--- src/rtl/vect_irq_pkg.sv ---
// Shared types and constants for the vectored interrupt arbiter.
//   state_t        : arbiter FSM states
//   NIRQ, IDW, AW  : source count, source-index width, vector address width
//   VBASE_DEFAULT  : default vector table base
//   VSHIFT_DEFAULT : default log2 spacing between vector entries
package vect_irq_pkg;

  localparam int unsigned NIRQ = 8;
  localparam int unsigned IDW  = 3;
  localparam int unsigned AW   = 12;

  localparam logic [AW-1:0] VBASE_DEFAULT  = 12'h0F0;
  localparam int unsigned   VSHIFT_DEFAULT = 3;

  typedef enum logic [1:0] {
    IDLE = 2'd0,
    REQ  = 2'd1,
    SVC  = 2'd2
  } state_t;

endpackage

--- src/rtl/prio_enc8.sv ---
// Combinational 8-input priority encoder; bit 0 has the highest priority.
//   req   : request vector
//   idx   : index of the lowest set bit (0 when none set)
//   valid : 1 when any request bit is set
module prio_enc8 (
  input  logic [7:0] req,
  output logic [2:0] idx,
  output logic       valid
);

  // Scan from the top so the lowest set bit is the last one written.
  always_comb begin
    idx   = 3'd0;
    valid = |req;
    for (int i = 7; i >= 0; i--) begin
      if (req[i]) idx = 3'(i);
    end
  end

endmodule

--- src/rtl/vect_irq_arb.sv ---
// Vectored interrupt arbiter for a microprogram sequencer.
// Edge-detects eight request lines into a pending register, arbitrates the
// unmasked pending set by fixed priority, requests service from the
// sequencer and drives the winner's vector address onto the D bus.
//   CP, RESET_N         : clock, synchronous active-low reset
//   IRQ                 : level request lines
//   MASK_WE, MASK_D     : mask register write (1 = masked)
//   VECT_N, EOI         : vector-enable strobe, end-of-interrupt pulse
//   INT_N               : active-low request to the sequencer
//   DV, DV_OE           : vector address and its drive enable
//   ACTIVE, CUR_ID      : in-service flag and in-service source index
//   PEND                : pending register
module vect_irq_arb
  import vect_irq_pkg::*;
#(
  parameter logic [AW-1:0] VBASE  = VBASE_DEFAULT,
  parameter int unsigned   VSHIFT = VSHIFT_DEFAULT
) (
  input  logic            CP,
  input  logic            RESET_N,
  input  logic [NIRQ-1:0] IRQ,
  input  logic            MASK_WE,
  input  logic [NIRQ-1:0] MASK_D,
  input  logic            VECT_N,
  input  logic            EOI,
  output logic            INT_N,
  output logic [AW-1:0]   DV,
  output logic            DV_OE,
  output logic            ACTIVE,
  output logic [IDW-1:0]  CUR_ID,
  output logic [NIRQ-1:0] PEND
);

  state_t          state;
  logic [NIRQ-1:0] irq_q;
  logic [NIRQ-1:0] pend_q;
  logic [NIRQ-1:0] mask_q;
  logic [IDW-1:0]  cur_id_q;

  logic [NIRQ-1:0] rise;
  logic [NIRQ-1:0] clr;
  logic [NIRQ-1:0] pend_next;
  logic [IDW-1:0]  win;
  logic            any;
  logic            grant;
  logic [AW-1:0]   vec_addr;

  // Arbitration over the unmasked pending set.
  prio_enc8 u_prio (
    .req   (pend_q & ~mask_q),
    .idx   (win),
    .valid (any)
  );

  assign rise      = IRQ & ~irq_q;
  assign grant     = (state == REQ) && any && !VECT_N;
  assign clr       = grant ? (NIRQ'(1) << win) : '0;
  // Set after clear: a new edge on the granted bit keeps it pending.
  assign pend_next = (pend_q & ~clr) | rise;
  // Vector address wraps modulo the address width.
  assign vec_addr  = VBASE + (AW'(win) << VSHIFT);

  // State, pending, mask and in-service registers.
  always_ff @(posedge CP) begin
    if (!RESET_N) begin
      state    <= IDLE;
      irq_q    <= IRQ;
      pend_q   <= '0;
      mask_q   <= '1;
      cur_id_q <= '0;
    end else begin
      irq_q  <= IRQ;
      pend_q <= pend_next;
      if (MASK_WE) mask_q <= MASK_D;
      case (state)
        IDLE: if (any) state <= IDLE == IDLE ? REQ : IDLE;
        REQ: begin
          if (!any) begin
            state <= IDLE;
          end else if (!VECT_N) begin
            cur_id_q <= win;
            state    <= SVC;
          end
        end
        SVC:     if (EOI) state <= IDLE;
        default: state <= IDLE;
      endcase
    end
  end

  // Outputs decode directly from the state register.
  assign INT_N  = (state != REQ);
  assign DV_OE  = (state == REQ) && !VECT_N;
  assign DV     = (state == REQ) ? vec_addr : '0;
  assign ACTIVE = (state == SVC);
  assign CUR_ID = cur_id_q;
  assign PEND   = pend_q;

endmodule

--- config.mk ---
export PLATFORM = sky130hd
export DESIGN_NAME = vect_irq_arb
export DESIGN_NICKNAME = d
export VERILOG_FILES = /design/src/rtl/vect_irq_pkg.sv /design/src/rtl/prio_enc8.sv /design/src/rtl/vect_irq_arb.sv
export SDC_FILE = /design/constraint.sdc
export NUM_CORES = 1
export LEC_CHECK = 0
export CAP_MARGIN = 20
export CORE_MARGIN = 8
export CORE_UTILIZATION = 41
export CTS_BUF_LIST = sky130_fd_sc_hd__clkbuf_16
export DETAILED_ROUTE_END_ITERATION = 10
export PLACE_DENSITY = 0.76
export SYNTH_ARGS = -nofsm -noshare
export SYNTH_HDL_FRONTEND = slang
export SYNTH_SLANG_ARGS = --single-unit
--- constraint.sdc ---
create_clock -name CP -period 2.2 [get_ports CP]
set_input_delay 0.22 -clock CP [delete_from_list [all_inputs] [get_ports CP]]
set_output_delay 0.22 -clock CP [all_outputs]
set_load 0.03 [all_outputs]
==> results of run 1 <==
-- kinds of logic after synthesis --
family / Yosys count
buffers and inverters: 17
other: 1
multiplexers: 8
AND/OR/NAND/NOR: 54
adder cells (fa/ha/maj): 1
AO/OA/AOI/OAI: 30
flip-flops: 29
-- routing by layer --
| layer | wire (um) | share of wire (%) | GRT usage, % | vias up |
|---|---|---|---|---|
| met5 | 0 | 0 | 0 | - |
| met4 | 105 | 3.0 | 9.778 | 0 |
| met3 | 356 | 10 | 6.122 | 9 |
| met2 | 1600 | 46 | 22.05 | 53 |
| met1 | 1390 | 40 | 13.89 | 537 |
| li1 | - | - | - | 575 |
-- registers in the layout (all words and copies together) (netlist names) --
name,flops
state,2
irq_q,8
PEND,8
mask_q,8
CUR_ID,3
-- layout by cell type, fill, tap and decap left out, drive strengths merged, types with 6 or more instances in the layout --
cell type / n
nor2b: 10
mux2i: 8
a21oi: 6
nand2: 13
buf: 11
nand2b: 11
nor2: 9
conb: 6
inv: 6
clkdlybuf4s50: 33
dfxtp: 29
-- critical path: stages (launching register included) --
cell	delay, ns
sky130_fd_sc_hd__dfxtp_2	0.31
sky130_fd_sc_hd__and2b_2	0.24
sky130_fd_sc_hd__o221ai_1	0.27
sky130_fd_sc_hd__a21o_1	0.24
sky130_fd_sc_hd__nor2b_1	0.15
sky130_fd_sc_hd__dlygate4sd2_1	0.41
-- area by class of cell --
cell class                      count  area [um2]  share of cell area, %
Sequential cell                    29       583.1                  29.87
Tap cell                           44       55.05                  2.821
Inverter                            6       22.52                  1.154
Multi-Input combinational cell     99       715.7                  36.67
Timing Repair Buffer               46       437.9                  22.44
Clock buffer                        5       125.1                  6.410
Clock inverter                      3       12.51                 0.6410
-- power by group through the flow --
stage	logic, uW	clock network [uW]	registers [uW]
final	272	624	578
after global placement	253	0	585
after CTS	256	640	577
after global routing	290	663	582
after detailed placement	257	0	587
after floorplan	142	0	603
-- metrics by stage --
stage / hold WS (ns) / TNS, ns
finish: 0.4126 / 0
global route: 0.4089 / -0.005633
floorplan: 0.2477 / 0
detailed placement: 0.4546 / 0
CTS: 0.4071 / 0
global placement: 0.4473 / 0
-- worst paths after layout --
kind / startpoint / to / slack, ns / cells after the start
worst max register to register: PEND[0] / PEND[6] / 0.67 / 5
worst max-delay path: mask_q[6] / DV[4] / 0.08 / 5
worst min-delay path: IRQ[2] / irq_q[2] / 0.41 / 1
worst min register to register: mask_q[6] / mask_q[6] / 0.46 / 2
-- repair_timing --
| action | 4_1_cts | 5_1_grt |
|---|---|---|
| buffers inserted | 0 | 2 |
| setup endpoints to repair | 2 | 3 |
| pin swaps | 0 | 2 |
| gates cloned | 0 | 0 |
| gates resized for setup | 2 | 9 |
==> results.md, run 1 <==
- The run finished with clean final reports.
- The worst setup path is launched from a flop.
- The number of nets at the end of the flow is 209.
- After detailed placement, the design holds a cell count of 222.
- At the end of routability-driven placement, the weighted congestion stood at 0.8151.
- Detailed routing inserted a total of 1,174 vias.
- The number of hold violations in the final report came to 0.
- At the pin with the least slew margin, the transition time is 0.5003 ns.
- The average footprint of a synthesized cell is 9.598 um2.
- The placed instances occupy a cell area of 1763 um2.
- The area overhead of the layout relative to synthesis is 45.25%.
- The switching power summed over all nets is 385.2 uW.
- The detail route stage leaves a number of antenna-violating nets equal to 0.
- The proportion of synthesized chip area in sequential cells is 43.20%.
- The final standard cell area without fillers is 1952 um2.
- The clock network power share is 42.4%.
- Based on the critical path, the design can be clocked at up to 471.5 MHz.
- After clock tree synthesis, the clock-pin slew on the worst setup and hold paths is 0.05 ns.
- The pin count of the biggest net entering global routing is 12.
- The worst-case headroom to the max-slew limit is 66.54%.
- The synthesized netlist contains 43 unique library cells.
- After synthesis the netlist holds a flip-flop and latch count of 29.
- The quantity of hold-fixing buffers added after cts is 0.
- Of the cells placed in the final design, the portion with a size suffix greater than 1 is 18.62%.
- The total overflow reported by the global router is 0.
- The synthesized area is 1344 um2.
- The internal power of the cells is 1089 uW.
- In this run the power density over the cells is 755.3 nW/um2.
- The number of levels in the clock H-tree is 2.
- Synthesis produced 140 cells.
- The minimum setup slack after placement is 0.1967 ns.
- The adder and majority gate portion of the synthesized area is 0.9311%.
- The top flip-flop cell by instance count after synthesis is sky130_fd_sc_hd__dfxtp_1.
- The max-slew violation count was 0.
- Once the floorplan was initialized, standard cells occupied 43.66% of the core.
- The number of max-cap violations is 0.
- Input and output buffers added on the ports amount to 40.
- The critical path in this run is classified as reg -> out.
- The clock passes through at most 2 buffers.
- Global routing consumed, over all layers together, 13.72% of the routing resources.
- TritonCTS built the clock tree.
- The worst min-delay path class is in -> reg.
- Leaving out filler cells and counting taps, the final layout contains 232.
- Of the post-synthesis cell area, the dominant cell type holds 43.20%.
- The number of synthesis warnings is 0.
- The share of power burned in combinational logic is 18.4%.
- The worst setup path is captured at a primary output.
- The initial antenna violation count was 0.
- The root buffer cell chosen for the clock tree is sky130_fd_sc_hd__clkbuf_16.
- Yosys attributes the largest share of cell area to sky130_fd_sc_hd__dfxtp_1, sky130_fd_sc_hd__mux2i_1, sky130_fd_sc_hd__nand2b_1.
- The analysis attributes to cell leakage a power of 0.0008135 uW.
- After synthesis, the largest family of logic cells by area is simple AND/OR/NAND/NOR gates.
- The number of inserted filler cells in the final layout is 279.
- The complex-gate fraction of the synthesized area is 18.34%.
- The top fanout value on the critical path is 3.
- STA puts the critical path data required time at 1.98 ns.
- The portion of synthesized area spent on multiplexers is 5.959%.
- STA puts the critical path data arrival time at 1.90 ns.
- Yosys instantiated no cell more often than sky130_fd_sc_hd__dfxtp_1.
- Across the VDD grid, the largest voltage drop is 0.0005165 V.
- For this run, the share of the core covered by cells in the final layout is 63.41%.
- The clock net in this run drives a total of 29 sinks.
- The async set-reset flop share out of synthesis is 0%.
- The number of global-route vias before repair is 1,222.
- At the later pin of the worst-skew pair, clock insertion delay measures 0.27 ns.
- The clock buffer count from CTS is 5.
- The final clock skew is 0.001837 ns.
- The antenna diode count is 0.
- After detailed routing, the average wire length per cell comes to 14.88 um.
- The first-pass iteration count of the detailed router is 4.
- 47 I/O pins were placed.
- Per report_power, the sequential group accounts for 39.2% of the total.
- The floorplan has 20 rows.
- The switching share of total power is 26.13%.
- Of the total synthesized cell area, the portion taken by AND, OR, NAND and NOR gates is 24.02%.
- Summing internal, switching and leakage power gives 1474 uW.
- The total of endpoints with negative setup slack in the final report is 0.
- The wire length of the first global-routing pass is 5595 um.
- The die covers 5366 um2.
- After detailed routing, the number of remaining DRC violations is 0.
- The largest total area in the synthesized netlist belongs to sky130_fd_sc_hd__dfxtp_1.
- The time the worst path needs with I/O delays and setup is 2.121 ns.
- The post-detailed-routing wire length is 3453 um.
- The number of flops mapped to enable cells by yosys is 0.
- The HPWL after detailed placement is 2624 um.
- Summing the areas of all xor and xnor instances in the mapped netlist gives 0% of the synthesized area.
- The worst path uses 96.40% of the clock period.
- The core region is 3078 um2.
- In this run, the number of DRC markers left after iteration 0 of detailed routing was 39.
- The x dimension of the die is 73.25 um.
- Measured along the y axis, the die boundary spans 73.25 um.
- The worst setup slack after layout is 0.07917 ns.
- The per-cell via count in the routed design is 5.060.
- In the synthesized netlist, the cells that appear most often are sky130_fd_sc_hd__dfxtp_1, sky130_fd_sc_hd__nand2_1, sky130_fd_sc_hd__nand2b_1.
Power figures use the tool's default switching activity.
==> run 2: changes to the inputs <==
- clock period: 2.2 -> 2.6 ns (I/O delays scaled with it)
==> results.md, run 2 (synthesis gave the netlist of run 1 again) <==
- Setup repair after global routing left no endpoint under its margin.
- The total clock sinks is 29 (unchanged).
- The max-slew violation count came to 0 (unchanged).
- The final estimated routing congestion in global placement came to 0.8445 (was 0.8151).
- The TritonCTS clock tree is built (unchanged).
- Outcome: complete, no violations (unchanged).
- The final clock skew is 0.004039 ns (was 0.001837 ns).
- The clock transition at the registers of the reported paths is 0.05 ns (about the same).
- The reg-to-reg critical path startpoint is PEND[4] (was PEND[0]).
- Dividing the final minimum period by the clock period gives 94.56%.
- The number of nets with antenna violations after detailed routing came to 0 (unchanged).
- The internal power of the cells is 912.8 uW (was 1089 uW).
- The DRC violation count after routing is 0 (unchanged).
- The number of buffers inserted to repair setup after CTS is 0 (unchanged).
- The total overflow reported by the global router is 0 (unchanged).
- The area overhead of the layout relative to synthesis is 42.83% (was 45.25%).
- The HPWL after detailed placement is 2676 um (was 2624 um).
- The pin count of the biggest net entering global routing came to 11 (was 12).
- The post-detailed-routing wire length is 3401 um (was 3453 um).
- The cell total after placement is 224 (was 222).
- The share of power burned in combinational logic was 17.7% (was 18.4%).
- The clock network power share is 42.5% (was 42.4%).
- The number of core rows is 20 (unchanged).
- The largest voltage drop on the vdd net is 0.0005002 V (was 0.0005165 V).
- The worst-skew pair later-pin latency was 0.27 ns (about the same).
- The DRC violation total after the first TritonRoute iteration is 55 (was 39).
- The fraction of layout cells with a size suffix above 1 is 11.70% (was 18.62%).
- The total global routing track utilization is 13.20% (was 13.72%).
- The first-pass iteration count of the detailed router is 4 (unchanged).
- The library cell used as clock root buffer is sky130_fd_sc_hd__clkbuf_16 (unchanged).
- The total power per unit cell area is 640.4 nW/um2 (was 755.3 nW/um2).
- The portion of total power attributed to sequential cells is 39.8% (was 39.2%).
- The worst setup slack for register-to-register paths is 1.12 ns (was 0.67 ns).
- The switching share of total power is 25.73% (was 26.13%).
- The number of top-level pins is 47 (unchanged).
- The timing endpoint of the critical path is DV[5] (was DV[4]).
- The per-cell via count in the routed design came to 4.841 (was 5.060).
- Based on the critical path, the design can be clocked at up to 406.7 MHz.
- The number of levels in the clock H-tree is 2 (unchanged).
- The largest buffer count on any clock path is 2 (unchanged).
- The time the worst path needs with I/O delays and setup is 2.459 ns.
- The depth of the most critical reg-to-reg path is 5 (unchanged).
- The starting density of the core is 43.66% (unchanged).
- The number of nets at the end of the flow was 209 (unchanged).
- The clock buffer count from CTS is 5 (unchanged).
- The setup TNS after final layout was 0 ns (unchanged).
- The number of global-route vias before repair is 1,192 (was 1,222).
- The x dimension of the die came to 73.25 um (unchanged).
- The number of max-cap violations is 0 (unchanged).
- The data arrival time of the critical path is 2.20 ns (was 1.90 ns).
- Most used cells in the layout excluding fill and tap cells: sky130_fd_sc_hd__clkdlybuf4s50_1, sky130_fd_sc_hd__dfxtp_1, sky130_fd_sc_hd__nand2_1 (unchanged).
- The classification of the worst setup path is reg -> out (unchanged).
- The data required time of the critical path came to 2.34 ns (was 1.98 ns).
- The routed wirelength normalized by instance count is 14.66 um (was 14.88 um).
- The number of hold violations in the final report is 0 (unchanged).
- The wire length of the first global-routing pass came to 5513 um (was 5595 um).
- The most common library cell in the layout ignoring fill and taps is sky130_fd_sc_hd__clkdlybuf4s50_1 (unchanged).
- The via count is 1,123 (was 1,174).
- The capturing element type of the critical path is a primary output (unchanged).
- The reg-to-reg endpoint is PEND[6] (unchanged).
- The top fanout value on the critical path is 4 (was 3).
- The total of endpoints with negative setup slack in the final report is 0 (unchanged).
- The die span in y is 73.25 um (unchanged).
- The initial antenna violation count is 0 (unchanged).
- The antenna diode count is 0 (unchanged).
- The final cell count without fillers is 232 (unchanged).
- The count of buffers inserted at the top-level ports was 40 (unchanged).
- The nature of the critical path startpoint is a flop (unchanged).
- The transition time of the tightest slew-check pin is 0.5141 ns (was 0.5003 ns).
- The area of the placeable core is 3078 um2 (unchanged).
- The worst min-delay path class is in -> reg (unchanged).
- The launch point of the worst path is PEND[7] (was mask_q[6]).
- The switching power summed over all nets is 316.3 uW (was 385.2 uW).
- The total die area is 5366 um2 (unchanged).
- The worst-case headroom to the max-slew limit was 65.62% (was 66.54%).
- The static leakage power was 0.0008098 uW (was 0.0008135 uW).
-- run 2: through the flow --
step,util (%),hold WS (ns),power [uW],setup WS (ns),instance area [um2]
3_5_place_dp,58.09,0.4607,717.8,0.1548,1788
2_1_floorplan,-,0.2877,629.8,0.3086,1363
6_report,62.36,0.4583,1229,0.1413,1919
4_1_cts,62.36,0.4551,1243,0.1433,1919
5_1_grt,62.36,0.4713,1283,0.007792,1919
3_3_place_gp,58.09,0.4501,712.8,0.2692,1788
-- run 2: timing repair --
action | CTS | global route
endpoints found under the setup margin | 4 | 0
resized for setup | 4 | 0
hold buffers | 0 | 0
-- run 2: per-layer routing --
layer / wire length (um) / track usage (%) / vias up / part of all wire, %
met3: 319 / 5.170 / 8 / 9.4
met4: 62 / 7.333 / 0 / 1.8
met2: 1587 / 21.65 / 40 / 47
li1: - / - / 573 / -
met5: 0 / 0 / - / 0
met1: 1432 / 14.17 / 502 / 42
-- run 2: power by group through the flow --
stage	logic, uW	clock network (uW)	registers (uW)
final	218	523	489
after global routing	234	558	491
after CTS	219	535	489
after detailed placement	221	0	497
after global placement	218	0	495
after floorplan	119	0	511
-- run 2: worst max-delay path, stage by stage, from the launching register on --
cell                            delay [ns]
sky130_fd_sc_hd__dfxtp_1              0.38
sky130_fd_sc_hd__nor2b_1              0.30
sky130_fd_sc_hd__o221ai_1             0.20
sky130_fd_sc_hd__a21o_1               0.24
sky130_fd_sc_hd__ha_1                 0.30
sky130_fd_sc_hd__nor2_1               0.09
sky130_fd_sc_hd__dlygate4sd2_1        0.42
-- run 2: worst min path at each step --
stage / from / cells after the start / to
6_report: IRQ[3] / 1 / irq_q[3]
3_3_place_gp: state[1] / 1 / state[0]
3_5_place_dp: CUR_ID[1] / 2 / CUR_ID[1]
2_1_floorplan: IRQ[0] / 0 / irq_q[0]
5_1_grt: IRQ[2] / 1 / irq_q[2]
4_1_cts: IRQ[3] / 1 / irq_q[3]
-- run 2: area by class of cell --
class	instances	area (um2)
inverters	6	22.52
repair buffers	46	440.4
clock buffers	5	125.1
flip-flops and latches	29	580.6
fillers	269	1159
well taps	44	55.05
clock inverters	3	11.26
multi-input cells	99	684.4
==> run 3: changes to the inputs <==
==> constraint.sdc (replaced) <==
create_clock -name CP -period 2.6 [get_ports CP]
set_input_delay 0.39 -clock CP [delete_from_list [all_inputs] [get_ports CP]]
set_output_delay 0.39 -clock CP [all_outputs]
set_load 0.03 [all_outputs]
==> results.md, run 3 (synthesis gave the netlist of run 1 again) <==
- The clock transition at the registers of the reported paths is 0.05 ns (about the same).
- The share of the clock period used by the worst path after layout is 95.92% (was 94.56%).
- The die span in y was 73.25 um (unchanged).
- The number of buffers inserted to repair setup after CTS is 0 (unchanged).
- Outcome: complete, no violations (unchanged).
- The clock network power share is 43.7% (was 42.5%).
- The antenna diode count is 0 (unchanged).
- The worst min-delay path class is reg -> reg (was in -> reg).
- The HPWL after detailed placement is 2662 um (was 2676 um).
- The number of top-level pins is 47 (unchanged).
- The static leakage power is 0.0008166 uW (was 0.0008098 uW).
- The top fanout value on the critical path was 3 (was 4).
- The end-of-flow core utilization was 62.68% (was 62.36%).
- The biggest cell delay along the critical path is 0.38 ns (was 0.42 ns).
- The first-pass iteration count of the detailed router is 4 (unchanged).
- The portion of total power attributed to sequential cells is 39.0% (was 39.8%).
- The timing-limited maximum frequency is 401.0 MHz (was 406.7 MHz).
- The cell with the largest stage delay on the worst path was sky130_fd_sc_hd__clkdlybuf4s15_1 (was sky130_fd_sc_hd__dlygate4sd2_1).
- The x dimension of the die came to 73.25 um (unchanged).
- The number of hold violations in the final report is 0 (unchanged).
- The pin count of the biggest net entering global routing is 19 (was 11).
- The count of buffers inserted at the top-level ports was 40 (unchanged).
- The TritonCTS clock tree is built (unchanged).
- The DRC violation count after routing was 0 (unchanged).
- The number of nets with antenna violations after detailed routing came to 0 (unchanged).
- The final estimated routing congestion in global placement is 0.8732 (was 0.8445).
- The DRC violation total after the first TritonRoute iteration was 40 (was 55).
- Setup repair after global routing missed its margin: no (unchanged).
- The post-detailed-routing wire length came to 3394 um (was 3401 um).
- The capturing element type of the critical path is a primary output (unchanged).
- The area of the placeable core is 3078 um2 (unchanged).
- The total clock sinks is 29 (unchanged).
- The total overflow reported by the global router was 0 (unchanged).
- The setup TNS after final layout is 0 ns (unchanged).
- The wire length of the first global-routing pass is 5595 um (was 5513 um).
- The most common library cell in the layout ignoring fill and taps was sky130_fd_sc_hd__clkdlybuf4s50_1 (unchanged).
- Most used cells in the layout excluding fill and tap cells: sky130_fd_sc_hd__clkdlybuf4s50_1, sky130_fd_sc_hd__dfxtp_1, sky130_fd_sc_hd__nand2_1 (unchanged).
- The switching share of total power is 26.46% (was 25.73%).
- The number of levels in the clock H-tree came to 2 (unchanged).
- The clock buffer count from CTS was 5 (unchanged).
- The number of global-route vias before repair is 1,184 (was 1,192).
- The worst hold slack is 0.4760 ns (was 0.4583 ns).
- The quantity of hold-fixing buffers added after cts is 0 (unchanged).
- Cells along the critical path: and2b_1 -> o221ai_1 -> a21o_1 -> ha_1 -> nor2_1 -> clkdlybuf4s15_1 (was nor2b_1 -> o221ai_1 -> a21o_1 -> ha_1 -> nor2_1 -> dlygate4sd2_1).
- The data arrival time of the critical path came to 2.10 ns (was 2.20 ns).
- The starting density of the core is 43.66% (unchanged).
- The area overhead of the layout relative to synthesis is 43.58% (was 42.83%).
- The internal power of the cells came to 919.7 uW (was 912.8 uW).
- The library cell used as clock root buffer was sky130_fd_sc_hd__clkbuf_16 (unchanged).
- The total global routing track utilization came to 13.63% (was 13.20%).
- The total power per unit cell area is 648.2 nW/um2 (was 640.4 nW/um2).
- The total die area is 5366 um2 (unchanged).
- The largest voltage drop on the vdd net is 0.0004934 V (was 0.0005002 V).
- The routed wirelength normalized by instance count is 14.63 um (was 14.66 um).
- The via count is 1,141 (was 1,123).
- The nature of the critical path startpoint was a flop (unchanged).
- The largest buffer count on any clock path was 2 (unchanged).
- The number of core rows is 20 (unchanged).
- The per-cell via count in the routed design is 4.918 (was 4.841).
- The time the worst path needs with I/O delays and setup is 2.494 ns (was 2.459 ns).
- The worst-skew pair later-pin latency is 0.28 ns (was 0.27 ns).
- The fraction of layout cells with a size suffix above 1 was 13.30% (was 11.70%).
- The total of endpoints with negative setup slack in the final report is 0 (unchanged).
- The classification of the worst setup path is reg -> out (unchanged).
- The max-slew violation count came to 0 (unchanged).
- The initial antenna violation count was 0 (unchanged).
- The switching power summed over all nets is 330.8 uW (was 316.3 uW).
- The number of max-cap violations came to 0 (unchanged).
- The data required time of the critical path came to 2.21 ns (was 2.34 ns).
- The number of nets at the end of the flow is 209 (unchanged).
- The final clock skew was 0.004326 ns (was 0.004039 ns).
- The share of power burned in combinational logic was 17.3% (was 17.7%).
run 3: changes by cell type in the layout (fill, tap and decap cells not counted):
| cell | change |
|---|---|
| sky130_fd_sc_hd__clkinv_2 | +2 |
| sky130_fd_sc_hd__dlygate4sd2_1 | -1 |
| sky130_fd_sc_hd__clkdlybuf4s50_1 | -1 |
| sky130_fd_sc_hd__clkinvlp_4 | +1 |
| sky130_fd_sc_hd__clkdlybuf4s15_1 | +1 |
| sky130_fd_sc_hd__dlymetal6s2s_1 | +1 |
| sky130_fd_sc_hd__inv_1 | -3 |
run 3: path summary, 6_finish.rpt:
check / depth (start not counted) / end / slack [ns] / from
setup reg to reg: 5 / PEND[6] / 1.07 / mask_q[3]
hold reg to reg: 1 / state[0] / 0.48 / state[1]
setup / recovery: 6 / DV[5] / 0.11 / mask_q[6]
hold / removal: 1 / state[0] / 0.48 / state[1]
run 3: repair_timing:
item,4_1_cts,5_1_grt
setup endpoints to repair,4,2
gates resized for setup,4,2
gates cloned,0,0
pin swaps,0,0
run 3: worst max-delay path, delay by kind of cell (launching register included):
kind,cells,cell delay [ns]
and+or+nand+nor,2,0.40
adders and majority gates,1,0.29
buffers and inverters,1,0.38
AOI/OAI and AO/OA,2,0.44
DFF,1,0.31
run 3: power by group through the flow:
stage               sequential (uW)  clock [uW]  combinational (uW)
floorplan                       511           0                 119
global placement                495           0                 216
detailed placement              497           0                 220
CTS                             488         549                 218
global route                    491         572                 234
finish                          488         546                 216
run 3: metrics by stage:
stage                     instances  area [um2]  total power [uW]  worst slack (ns)
final                           232        1929              1251            0.1062
after detailed placement        224        1788             716.7            0.1316
after floorplan                 145        1363             629.8            0.1786
after CTS                       232        1926              1255           0.07779
after global routing            232        1929              1297          0.004506
after global placement          224        1788             711.9            0.1980
run 3: cell type report:
| class | instances | area, um2 |
|---|---|---|
| Clock buffer | 5 | 125.1 |
| Clock inverter | 3 | 17.52 |
| Fill cell | 270 | 1149 |
| Inverter | 6 | 22.52 |
| Multi-Input combinational cell | 99 | 684.4 |
| Sequential cell | 29 | 580.6 |
| Tap cell | 44 | 55.05 |
| Timing Repair Buffer | 46 | 444.2 |
run 3: routing by layer:
layer  up-vias  part of all wire [%]  global-route usage, %
met1       525                    42                  14.37
li1        569                     -                      -
met2        41                    47                  22.84
met5         -                     0                      0
met4         0                   1.5                  5.333
met3         6                   8.8                  6.531
